$ cat config.mk
export PLATFORM = sky130hd
export DESIGN_NAME = branch_stats_counter
export DESIGN_NICKNAME = d
export VERILOG_FILES = /design/src/rtl/branch_stats_pkg.sv /design/src/rtl/branch_stat_cnt.sv /design/src/rtl/branch_stats_counter.sv
export SDC_FILE = /design/constraint.sdc
export NUM_CORES = 1
export LEC_CHECK = 0
export BUFFER_PORTS_ARGS = -buffer_cell sky130_fd_sc_hd__buf_2
export CAP_MARGIN = 20
export CORE_MARGIN = 4
export CORE_UTILIZATION = 49
export CTS_CLUSTER_SIZE = 30
export DETAILED_ROUTE_END_ITERATION = 16
export PLACE_DENSITY = 0.71
export RECOVER_POWER = 100
export SYNTH_ARGS = -nofsm -noshare
export SYNTH_HDL_FRONTEND = slang
export SYNTH_SLANG_ARGS = --single-unit
$ cat constraint.sdc
create_clock -name clk -period 4.79 [get_ports clk]
set_input_delay 0.479 -clock clk [delete_from_list [all_inputs] [get_ports clk]]
set_output_delay 0.479 -clock clk [all_outputs]
set_load 0.02 [all_outputs]
$ cat src/rtl/branch_stats_pkg.sv
// rtl/branch_stats_pkg.sv - register map, CTRL bit positions and helpers for branch statistics
package branch_stats_pkg;

  // Word index of each Wishbone-visible register (byte address bits [3:2])
  typedef enum logic [1:0] {
    REG_TOTAL   = 2'd0,
    REG_TAKEN   = 2'd1,
    REG_MISPRED = 2'd2,
    REG_CTRL    = 2'd3
  } reg_idx_e;

  // Bit positions inside the CTRL register
  localparam int CTRL_FREEZE = 0;
  localparam int CTRL_CLEAR  = 1;
  localparam int CTRL_OVF    = 2;

  // Number of set bits across the two retire lanes (0..2)
  function automatic logic [1:0] popcount2(input logic [1:0] lanes);
    return {1'b0, lanes[0]} + {1'b0, lanes[1]};
  endfunction

endpackage

$ cat src/rtl/branch_stat_cnt.sv
// rtl/branch_stat_cnt.sv - one event counter with 0..2 increment, clear and overflow pulse
module branch_stat_cnt
  import branch_stats_pkg::*;
#(
  parameter int WIDTH    = 32,
  parameter bit SATURATE = 1'b1
) (
  input  logic             clk,
  input  logic             rstn,
  input  logic [1:0]       inc,
  input  logic             en,
  input  logic             clr,
  output logic [WIDTH-1:0] count,
  output logic             ovf
);

  logic [WIDTH:0]   sum;
  logic [WIDTH-1:0] next_count;
  logic             carry;

  // Sum in WIDTH+1 bits so the carry-out flags overflow; clamp or wrap on carry
  always_comb begin
    sum        = {1'b0, count} + {{(WIDTH-1){1'b0}}, inc};
    carry      = sum[WIDTH];
    next_count = sum[WIDTH-1:0];
    if (carry && SATURATE) begin
      next_count = {WIDTH{1'b1}};
    end
    // A clear on the same edge discards the increment, so it cannot overflow either
    ovf = en & ~clr & carry;
  end

  // Counter register: clear wins over a same-edge increment; hold when disabled
  always_ff @(posedge clk or negedge rstn) begin
    if (!rstn) begin
      count <= '0;
    end else if (clr) begin
      count <= '0;
    end else if (en && (inc != 2'd0)) begin
      count <= next_count;
    end
  end

endmodule

$ cat src/rtl/branch_stats_counter.sv
// rtl/branch_stats_counter.sv - retired/taken/mispredicted branch counters with Wishbone access
module branch_stats_counter
  import branch_stats_pkg::*;
#(
  parameter int WIDTH    = 32,
  parameter bit SATURATE = 1'b1
) (
  input  logic             clk,
  input  logic             rstn,
  input  logic [1:0]       i_br_valid,
  input  logic [1:0]       i_br_taken,
  input  logic [1:0]       i_br_mispred,
  input  logic [1:0]       i_wb_adr,
  input  logic [31:0]      i_wb_dat,
  input  logic             i_wb_we,
  input  logic             i_wb_cyc,
  input  logic             i_wb_stb,
  output logic [31:0]      o_wb_rdt,
  output logic             o_wb_ack,
  output logic [WIDTH-1:0] o_branches_counter,
  output logic [WIDTH-1:0] o_branches_taken_counter
);

  logic [1:0]       valid_q;
  logic [1:0]       taken_q;
  logic [1:0]       mispred_q;
  logic             freeze;
  logic             ovf_flag;
  logic             req;
  logic             wr_ctrl;
  logic             clear;
  logic             ovf_w1c;
  logic             ovf_any;
  logic             ovf_total;
  logic             ovf_taken;
  logic             ovf_mispred;
  logic [WIDTH-1:0] total_cnt;
  logic [WIDTH-1:0] taken_cnt;
  logic [WIDTH-1:0] mispred_cnt;
  logic [31:0]      read_data;
  logic             unused_wb_dat;

  assign unused_wb_dat = ^i_wb_dat[31:3];

  // A new request is accepted only while no ack is outstanding
  assign req     = i_wb_cyc & i_wb_stb & ~o_wb_ack;
  assign wr_ctrl = req & i_wb_we & (i_wb_adr == REG_CTRL);
  assign clear   = wr_ctrl & i_wb_dat[CTRL_CLEAR];
  assign ovf_w1c = wr_ctrl & i_wb_dat[CTRL_OVF];
  assign ovf_any = ovf_total | ovf_taken | ovf_mispred;

  // Stage 1: capture retire lanes every cycle, masking qualifiers with valid
  always_ff @(posedge clk or negedge rstn) begin
    if (!rstn) begin
      valid_q   <= 2'b00;
      taken_q   <= 2'b00;
      mispred_q <= 2'b00;
    end else begin
      valid_q   <= i_br_valid;
      taken_q   <= i_br_taken & i_br_valid;
      mispred_q <= i_br_mispred & i_br_valid;
    end
  end

  // Stage 2: three counters, gated by FREEZE and zeroed by CLEAR
  branch_stat_cnt #(.WIDTH(WIDTH), .SATURATE(SATURATE)) u_total (
    .clk   (clk),
    .rstn  (rstn),
    .inc   (popcount2(valid_q)),
    .en    (~freeze),
    .clr   (clear),
    .count (total_cnt),
    .ovf   (ovf_total)
  );

  branch_stat_cnt #(.WIDTH(WIDTH), .SATURATE(SATURATE)) u_taken (
    .clk   (clk),
    .rstn  (rstn),
    .inc   (popcount2(taken_q)),
    .en    (~freeze),
    .clr   (clear),
    .count (taken_cnt),
    .ovf   (ovf_taken)
  );

  branch_stat_cnt #(.WIDTH(WIDTH), .SATURATE(SATURATE)) u_mispred (
    .clk   (clk),
    .rstn  (rstn),
    .inc   (popcount2(mispred_q)),
    .en    (~freeze),
    .clr   (clear),
    .count (mispred_cnt),
    .ovf   (ovf_mispred)
  );

  // CTRL register: FREEZE follows writes; OVF is sticky, set beats W1C, CLEAR beats both
  always_ff @(posedge clk or negedge rstn) begin
    if (!rstn) begin
      freeze   <= 1'b0;
      ovf_flag <= 1'b0;
    end else begin
      if (wr_ctrl) begin
        freeze <= i_wb_dat[CTRL_FREEZE];
      end
      if (clear) begin
        ovf_flag <= 1'b0;
      end else if (ovf_any) begin
        ovf_flag <= 1'b1;
      end else if (ovf_w1c) begin
        ovf_flag <= 1'b0;
      end
    end
  end

  // Read mux; CLEAR is self-clearing so its bit always reads back as 0
  always_comb begin
    read_data = 32'd0;
    case (reg_idx_e'(i_wb_adr))
      REG_TOTAL:   read_data = 32'(total_cnt);
      REG_TAKEN:   read_data = 32'(taken_cnt);
      REG_MISPRED: read_data = 32'(mispred_cnt);
      REG_CTRL: begin
        read_data[CTRL_FREEZE] = freeze;
        read_data[CTRL_OVF]    = ovf_flag;
      end
      default:     read_data = 32'd0;
    endcase
  end

  // Bus response: one-cycle ack after the request edge, read data sampled on that edge
  always_ff @(posedge clk or negedge rstn) begin
    if (!rstn) begin
      o_wb_ack <= 1'b0;
      o_wb_rdt <= 32'd0;
    end else begin
      o_wb_ack <= req;
      if (req) begin
        o_wb_rdt <= read_data;
      end
    end
  end

  assign o_branches_counter       = total_cnt;
  assign o_branches_taken_counter = taken_cnt;

endmodule

==> results_dict.tcl, run 1 <==
set metrics [dict create \
    status "complete, but fails checks" \
    violations "capacitance limit, slew limit" \
    fin_hold_ws_ns 0.219 \
    p_per_area_nw_per_um2 457 \
    syn_area_per_cell_um2 9.06 \
    switchingPower_mw 1.55 \
    power.internal_mw 2.60 \
    rsz0062_at_grt "no" \
    globalRouteOverflowTotal 0 \
    worstPathArrival_ns 4.10 \
    fmax_mhz 264 \
    synth_seq_area_share_pct 43.1 \
    finClkSkew_ns 0.00678 \
    max-vdd-ir-drop_uv 241 \
    maxSlewHeadroom_pct -74.4 \
    cts.htree.levels 4 \
    post_dp_cell_area_um2 8630 \
    min_path_type "in -> reg" \
    power_frac_comb_pct 25.0 \
    yosys_most_used_dff "dfrtp_1" \
    ctsResizeCount 0 \
    rows 46 \
    drt_wl_total_um 23800 \
    syn_inst 877 \
    fp.coreArea_um2 15900 \
    cts.sink_count 137 \
    drv_cap 4 \
    clock_path_buffers 2 \
    post-route-period-util_pct 79.0 \
    diodes 0 \
    seq_power_share_pct 41.9 \
    power_leakage_nw 3.79 \
    cts_root_buf "clkbuf_16" \
    crit_type "reg -> reg" \
    worst_pin_slew_ns 2.62 \
    crit_required_ns 5.11 \
    place_hpwl_um 16500 \
    crit_path_end_kind "flop" \
    start_util_pct 50.0 \
    total_power_mw 4.15 \
    synth.distinct_cells 71 \
    avgRoutedWirePerCell_um 19.9 \
    io_buffer_count 112 \
    fin_util_pct 57.2 \
    cts_made_buffers 17 \
    totalNegativeSetupSlack_ns 0 \
    clkLatencyLatePin_ns 0.42 \
    syn_area_um2 7950 \
    holdPathStages 1 \
    dr_total_vias 7525 \
    cp_slowest_cell "o21ai_0" \
    grt_pass1_vias 7069 \
    die_w_um 135 \
    final_cell_area_um2 9080 \
    clkTransAtPathRegs_ns 0.06 \
    ys_ff_latch 137 \
    fillers 1526 \
    crit_fanout 8 \
    dieArea_um2 18300 \
    synth_edf_count 0 \
    post_cts_buffers 0 \
    first_pass_iters 5 \
    ff2ff_path_depth 10 \
    grt.total_usage_pct 26.3 \
    min_period_ns 3.78 \
    cts.hold.buffers_added 0 \
    syn-num-nets 937 \
    finalSetupViolations 0 \
    switching_share_pct 37.4 \
    antenna_left 0 \
    cp-start-kind "flop" \
    hold_viol 0 \
    drc 0 \
    place.gp.congestion 0.919 \
    area_growth_syn_to_layout_pct 14.2 \
    max_stage_delay_ns 0.84 \
    cp_cell_sequence "inv_1 -> ha_1 -> ha_1 -> inv_1 -> fa_1 -> nand4b_1 -> or4_1 -> o21ai_0 -> nor2_1 -> a221oi_1" \
    grt_pass1_wl_um 37900 \
    die_h_um 135 \
    async_flop_share_pct 100 \
    yosysWarningCount 0 \
    antenna_found_initial 0 \
    grt_max_degree 103 \
    fin_nets 1028 \
    drive_gt1_share_pct 9.38 \
    cts_tree "done" \
    vias_per_cell 6.29 \
    slew_violations 243 \
    pin_count 142 \
    clkPwrFrac_pct 33.1 \
    drtIter0Drc 870 \
]
state kept, by name, summed over array words and instances, names as in the netlist:
signal / count
mispred_q: 2
u_taken.count: 32
ovf_flag: 1
u_total.count: 32
o_wb_rdt: 32
u_mispred.count: 32
freeze: 1
valid_q: 2
taken_q: 2
o_wb_ack: 1
power groups by stage:
stage	Clock, mW	Combinational [mW]	Sequential, mW
after floorplan	0	0.540	1.84
after global placement	0	1.06	1.73
after detailed placement	0	1.09	1.74
after CTS	1.39	1.09	1.72
after global routing	1.44	1.15	1.78
final	1.37	1.04	1.74
critical path, delay by kind of cell (launching register included):
kind	cells	cell delay [ns]
adders and majority gates	3	0.84
AOI/OAI and AO/OA	2	1.15
and+or+nand+nor	3	1.22
DFF	1	0.35
buffers and inverters	2	0.11
kinds of logic (layout without fill, tap and decap cells):
logic type / count (synthesis) / in the layout / share of synthesized area [%]
AND/OR/NAND/NOR: 355 / 355 / 24.6
AO/OA/AOI/OAI: 247 / 247 / 19.5
flip-flops: 137 / 137 / 43.1
buffers and inverters: 80 / 184 / 4.45
multiplexers: 40 / 40 / 5.40
adder cells (fa/ha/maj): 15 / 15 / 2.64
XOR/XNOR: 3 / 3 / 0.331
synth_stat cells (8+ instances only):
master    instances  area share [%]
a21oi_1          76             4.8
and2_1           13             1.0
nand4_1          22             1.7
nor4_1           12            0.94
and4_1           15             1.7
clkbuf_1         33             1.6
mux2i_1          35             4.4
ha_1             12             1.9
dfrtp_1         137              43
a211oi_1          9            0.85
o21a_1            8            0.76
inv_1            29             1.4
nor2_1           84             4.0
o21ai_0          68             4.3
and3_1           25             2.0
nand3_1          24             1.5
buf_2             9            0.57
a31oi_1          32             2.5
nor3_1           50             3.1
nand2_1          66             3.1
final timing paths:
check	start	slack (ns)	to
setup / recovery	taken_q[1]	1.01	u_taken.count[13]
hold / removal	i_br_valid[1]	0.22	valid_q[1]
setup reg to reg	taken_q[1]	1.01	u_taken.count[13]
hold reg to reg	o_wb_rdt[20]	0.47	o_wb_rdt[20]
max in group asynchronous	rstn	2.34	o_wb_ack
min in group asynchronous	rstn	0.86	o_wb_rdt[9]
layer usage:
layer,track usage (%),share of wire [%],vias up
li1,-,-,3474
met1,36.4,43,3625
met2,40.8,47,364
met3,4.31,7.4,62
met4,11.6,3.3,0
met5,0,0,-
cells in the final DEF (no fill, tap or decap), types with 10 or more instances in the layout:
| cell | n |
|---|---|
| nor3_1 | 50 |
| nand3_1 | 24 |
| dfrtp_1 | 137 |
| buf_2 | 12 |
| nand2_1 | 66 |
| and2_1 | 10 |
| nor4_1 | 12 |
| nand4_1 | 22 |
| ha_1 | 12 |
| a31oi_1 | 32 |
| a21oi_1 | 76 |
| a211oi_1 | 11 |
| mux2i_1 | 35 |
| clkbuf_1 | 103 |
| and4_1 | 15 |
| inv_1 | 29 |
| and3_1 | 25 |
| clkbuf_16 | 17 |
| o21ai_0 | 69 |
| nor2_1 | 84 |
stage by stage:
stage / cells / setup WS (ns)
2_1_floorplan: 877 / 2.07
3_3_place_gp: 1165 / 1.60
3_5_place_dp: 1165 / 1.57
4_1_cts: 1197 / 1.54
5_1_grt: 1197 / 0.718
6_report: 1197 / 1.01
area by class of cell:
type	instances	area, µm²	area share (%)
tap	216	270	2.98
inverter	29	109	1.20
sequential	137	3430	37.8
clock inverter	13	178	1.96
clock buffer	19	433	4.77
timing repair buffer	123	512	5.64
multi-input combinational	660	4150	45.7
Note: power is estimated with default switching activity, not from simulation.
==> inputs of run 2 (changes only) <==
Clock period 4.79 ns to 3.8 ns, I/O delays scaled along.
==> results_dict.tcl, run 2 (synthesized netlist as in run 1, its figures left out) <==
set metrics [dict create \
    ff_latch_area_um2 3430 \
    grt_pass1_wl_um 38300 \
    cts.hold.buffers_added 0 \
    whs_endpoint "valid_q[0]" \
    die_h_um 135 \
    drv_cap 2 \
    final_cell_area_um2 9110 \
    vias_per_cell 6.30 \
    drtIter0Drc 1021 \
    dieArea_um2 18300 \
    min_period_ns 3.34 \
    cp-start-kind "flop" \
    final_cell_mix "dfrtp_1 (137), clkbuf_1 (106), nor2_1 (85)" \
    avgRoutedWirePerCell_um 19.8 \
    area_growth_syn_to_layout_pct 14.6 \
    dr_total_vias 7581 \
    rsz0062_at_grt "no" \
    finalSetupViolations 0 \
    clkTransAtPathRegs_ns 0.06 \
    slew_violations 166 \
    regToRegStartpoint "mispred_q[0]" \
    r2r_slack_ns 0.46 \
    fin_hold_ws_ns 0.0999 \
    crit_fanout 8 \
    fmax_mhz 300 \
    min_path_type "in -> reg" \
    final_common_cell "dfrtp_1" \
    antenna_left 0 \
    ctsResizeCount 0 \
    dp_slack_ns 0.671 \
    crit_path_end_kind "flop" \
    clkLatencyLatePin_ns 0.43 \
    holdPathStages 1 \
    place_hpwl_um 16800 \
    violations "capacitance limit, slew limit" \
    cts.htree.levels 4 \
    io_buffer_count 112 \
    maxSlewHeadroom_pct -71.5 \
    fin_ws_ns 0.461 \
    worst_pin_slew_ns 2.57 \
    fp.coreArea_um2 15900 \
    antenna_found_initial 0 \
    cts.sink_count 137 \
    p_per_area_nw_per_um2 586 \
    grt_pass1_vias 7135 \
    crit_type "reg -> reg" \
    crit_required_ns 4.11 \
    drt_wl_total_um 23900 \
    multiInputGateArea_um2 4110 \
    ff2ff_path_depth 11 \
    die_w_um 135 \
    finClkSkew_ns 0.00813 \
    grt_max_degree 102 \
    power_leakage_nw 3.81 \
    rows 46 \
    max-vdd-ir-drop_uv 386 \
    cts_tree "done" \
    worstReg2RegEnd "u_mispred.count[30]" \
    cts_made_buffers 17 \
    post-route-period-util_pct 87.9 \
    worstPathArrival_ns 3.65 \
    drive_gt1_share_pct 9.11 \
    start_util_pct 50.0 \
    totalNegativeSetupSlack_ns 0 \
    cts_root_buf "clkbuf_16" \
    clock_path_buffers 2 \
    total_power_mw 5.34 \
    final_cells 1204 \
    pin_count 142 \
    diodes 0 \
    drc 0 \
    first_pass_iters 5 \
    grt.total_usage_pct 26.6 \
    hold_viol 0 \
    status "complete, but fails checks" \
    dp_cells 1172 \
    fin_nets 1035 \
    globalRouteOverflowTotal 0 \
    fillers 1500 \
    place.gp.congestion 0.932 \
    post_cts_buffers 0 \
    post_dp_cell_area_um2 8680 \
    fin_util_pct 57.4 \
    min_from "i_br_valid[0]" \
]
==> run 2: per-layer routing <==
metal  track usage (%)  part of all wire, %  wire, µm
met1              36.8                   42     10100
met2              41.3                   47     11200
met5                 0                    0         0
met4              11.3                  2.6       628
met3              4.94                  8.2      1960
==> run 2: how the worst max path moves through the flow <==
stage,from,slack (ns),cells past startpoint,endpoint
3_5_place_dp,taken_q[0],0.67,10,u_taken.count[13]
4_1_cts,taken_q[0],0.65,10,u_taken.count[13]
5_1_grt,mispred_q[0],0.26,11,u_mispred.count[30]
6_report,mispred_q[0],0.46,11,u_mispred.count[30]
3_3_place_gp,taken_q[0],0.69,10,u_taken.count[13]
2_1_floorplan,taken_q[0],1.08,11,u_taken.count[13]
==> run 2: power by group <==
part / internal (mW) / leakage, nW / switching (mW)
registers: 1.74 / 1.71 / 0.449
clock network: 1.17 / 0.305 / 0.676
logic: 0.444 / 1.79 / 0.867
total: 3.35 / 3.81 / 1.99
==> run 2: cell type report <==
type	count	share of cell area, %
flip-flops and latches	137	37.6
repair buffers	130	5.99
inverters	29	1.19
clock buffers	17	4.67
clock inverters	15	2.47
multi-input cells	660	45.1
well taps	216	2.97
==> run 2: critical path, cell delays in order, from the launching register on <==
cell      delay, ns
dfrtp_1        0.36
inv_1          0.05
ha_1           0.27
ha_1           0.16
inv_1          0.06
fa_1           0.39
nand4b_1       0.26
nor2_1         0.28
clkbuf_1       0.33
nand3_1        0.32
or4b_1         0.59
o211a_1        0.15
==> inputs of run 3 (changes only) <==
Settings changed: GPL_TIMING_DRIVEN from default to 0.
==> results_dict.tcl, run 3 (synthesized netlist as in run 1, its figures left out) <==
set metrics [dict create \
    crit_type "reg -> reg" \
    min_path_type "in -> reg" \
    vias_per_cell 6.30 \
    die_h_um 135 \
    cp_cell_sequence "inv_1 -> ha_1 -> ha_1 -> inv_1 -> fa_1 -> nand4b_1 -> or4_1 -> buf_2 -> nor2_1 -> o21ai_0 -> a221oi_2" \
    cts.htree.levels 4 \
    switchingPower_mw 1.94 \
    worst_pin_slew_ns 2.49 \
    die_w_um 135 \
    ctsResizeCount 0 \
    drt_wl_total_um 26100 \
    crit_buf_inv 3 \
    clock_path_buffers 2 \
    post-route-period-util_pct 89.8 \
    finClkSkew_ns 0.00945 \
    fillers 1524 \
    diodes 0 \
    power.internal_mw 3.24 \
    drv_cap 1 \
    cts.sink_count 137 \
    slew_violations 52 \
    hold_viol 0 \
    cp_slowest_cell "or4_1" \
    crit_fanout 8 \
    regToRegStartpoint "taken_q[1]" \
    io_buffer_count 110 \
    area_growth_syn_to_layout_pct 15.6 \
    dieArea_um2 18300 \
    crit_required_ns 4.13 \
    rsz0062_at_grt "no" \
    fin_hold_ws_ns 0.114 \
    totalNegativeSetupSlack_ns 0 \
    max-vdd-ir-drop_uv 338 \
    globalRouteOverflowTotal 0 \
    cts_root_buf "clkbuf_16" \
    start_util_pct 50.0 \
    fin_nets 1068 \
    cts_tree "done" \
    grt_max_degree 87 \
    antenna_left 0 \
    cp-start-kind "flop" \
    clkLatencyLatePin_ns 0.43 \
    rows 46 \
    clkTransAtPathRegs_ns 0.06 \
    grt.total_usage_pct 28.7 \
    finalSetupViolations 0 \
    total_power_mw 5.18 \
    p_per_area_nw_per_um2 564 \
    final_cell_mix "clkbuf_1 (143), dfrtp_1 (137), nor2_1 (85)" \
    dr_total_vias 7758 \
    drc 0 \
    final_cell_area_um2 9190 \
    violations "capacitance limit, slew limit" \
    max_stage_delay_ns 0.53 \
    place.gp.congestion 0.956 \
    final_common_cell "clkbuf_1" \
    place_hpwl_um 18700 \
    crit_start "taken_q[1]" \
    worstPathArrival_ns 3.75 \
    status "complete, but fails checks" \
    grt_pass1_vias 7314 \
    min_from "i_br_valid[1]" \
    pin_count 142 \
    clkPwrFrac_pct 31.7 \
    post_dp_cell_area_um2 8800 \
    power_frac_comb_pct 26.5 \
    grt_pass1_wl_um 40300 \
    first_pass_iters 5 \
    maxSlewHeadroom_pct -66.2 \
    seq_power_share_pct 41.8 \
    fin_util_pct 57.8 \
    power_leakage_nw 3.82 \
    path_delay_family "simple AND/OR/NAND/NOR gates" \
    cts_made_buffers 17 \
    antenna_found_initial 0 \
    fp.coreArea_um2 15900 \
    crit_path_end_kind "flop" \
    switching_share_pct 37.5 \
    drtIter0Drc 845 \
    fmax_mhz 293 \
    min_period_ns 3.41 \
    avgRoutedWirePerCell_um 21.2 \
    drive_gt1_share_pct 7.78 \
]
==> run 3: cell types whose count changed in the layout (fill, tap and decap cells not counted), moves of 4 or more <==
cell and change:
buf_4 -11, clkbuf_1 +37, clkbuf_8 +7, clkinvlp_4 -4
==> run 3: worst paths after layout <==
check,to,slack (ns),depth (start not counted)
setup / recovery,u_taken.count[13],0.39,11
min in group asynchronous,o_wb_rdt[11],1.47,2
max in group asynchronous,u_mispred.count[26],0.90,2
hold / removal,valid_q[1],0.11,1
hold reg to reg,o_wb_rdt[19],0.47,2
setup reg to reg,u_taken.count[13],0.39,11
==> run 3: power by group through the flow <==
stage                     logic [mW]  clock network (mW)  registers [mW]
after global routing            1.50                1.71            2.20
after CTS                       1.44                1.65            2.14
after floorplan                0.681                   0            2.32
after global placement          1.40                   0            2.16
final                           1.37                1.64            2.16
after detailed placement        1.43                   0            2.16
==> run 3: cell type report <==
| cell class | instances | area, µm² | share of cell area [%] |
|---|---|---|---|
| Buffer | 51 | 233 | 2.53 |
| Tap cell | 216 | 270 | 2.94 |
| Clock buffer | 24 | 502 | 5.46 |
| Timing Repair Buffer | 112 | 469 | 5.11 |
| Clock inverter | 3 | 65.1 | 0.708 |
| Sequential cell | 137 | 3430 | 37.3 |
| Inverter | 29 | 109 | 1.18 |
| Multi-Input combinational cell | 660 | 4110 | 44.7 |
==> run 3: layer usage <==
metal / global-route usage (%) / wire length [µm] / vias to the layer above
met1: 39.1 / 10900 / 3748
met4: 12.7 / 971 / 0
li1: - / - / 3544
met3: 4.31 / 1980 / 78
met2: 45.6 / 12200 / 388
met5: 0 / 0 / -
==> run 3: timing repair <==
action | CTS | global route
hold endpoints to repair | 51 | 0
hold buffers | 1 | 0
setup buffers | 0 | 0
==> run 3: through the flow <==
stage          std cells  worst slack, ns
3_5_place_dp        1204            0.600
6_report            1232            0.386
3_3_place_gp        1203            0.368
2_1_floorplan        877             1.08
5_1_grt             1232            0.217
4_1_cts             1232            0.576
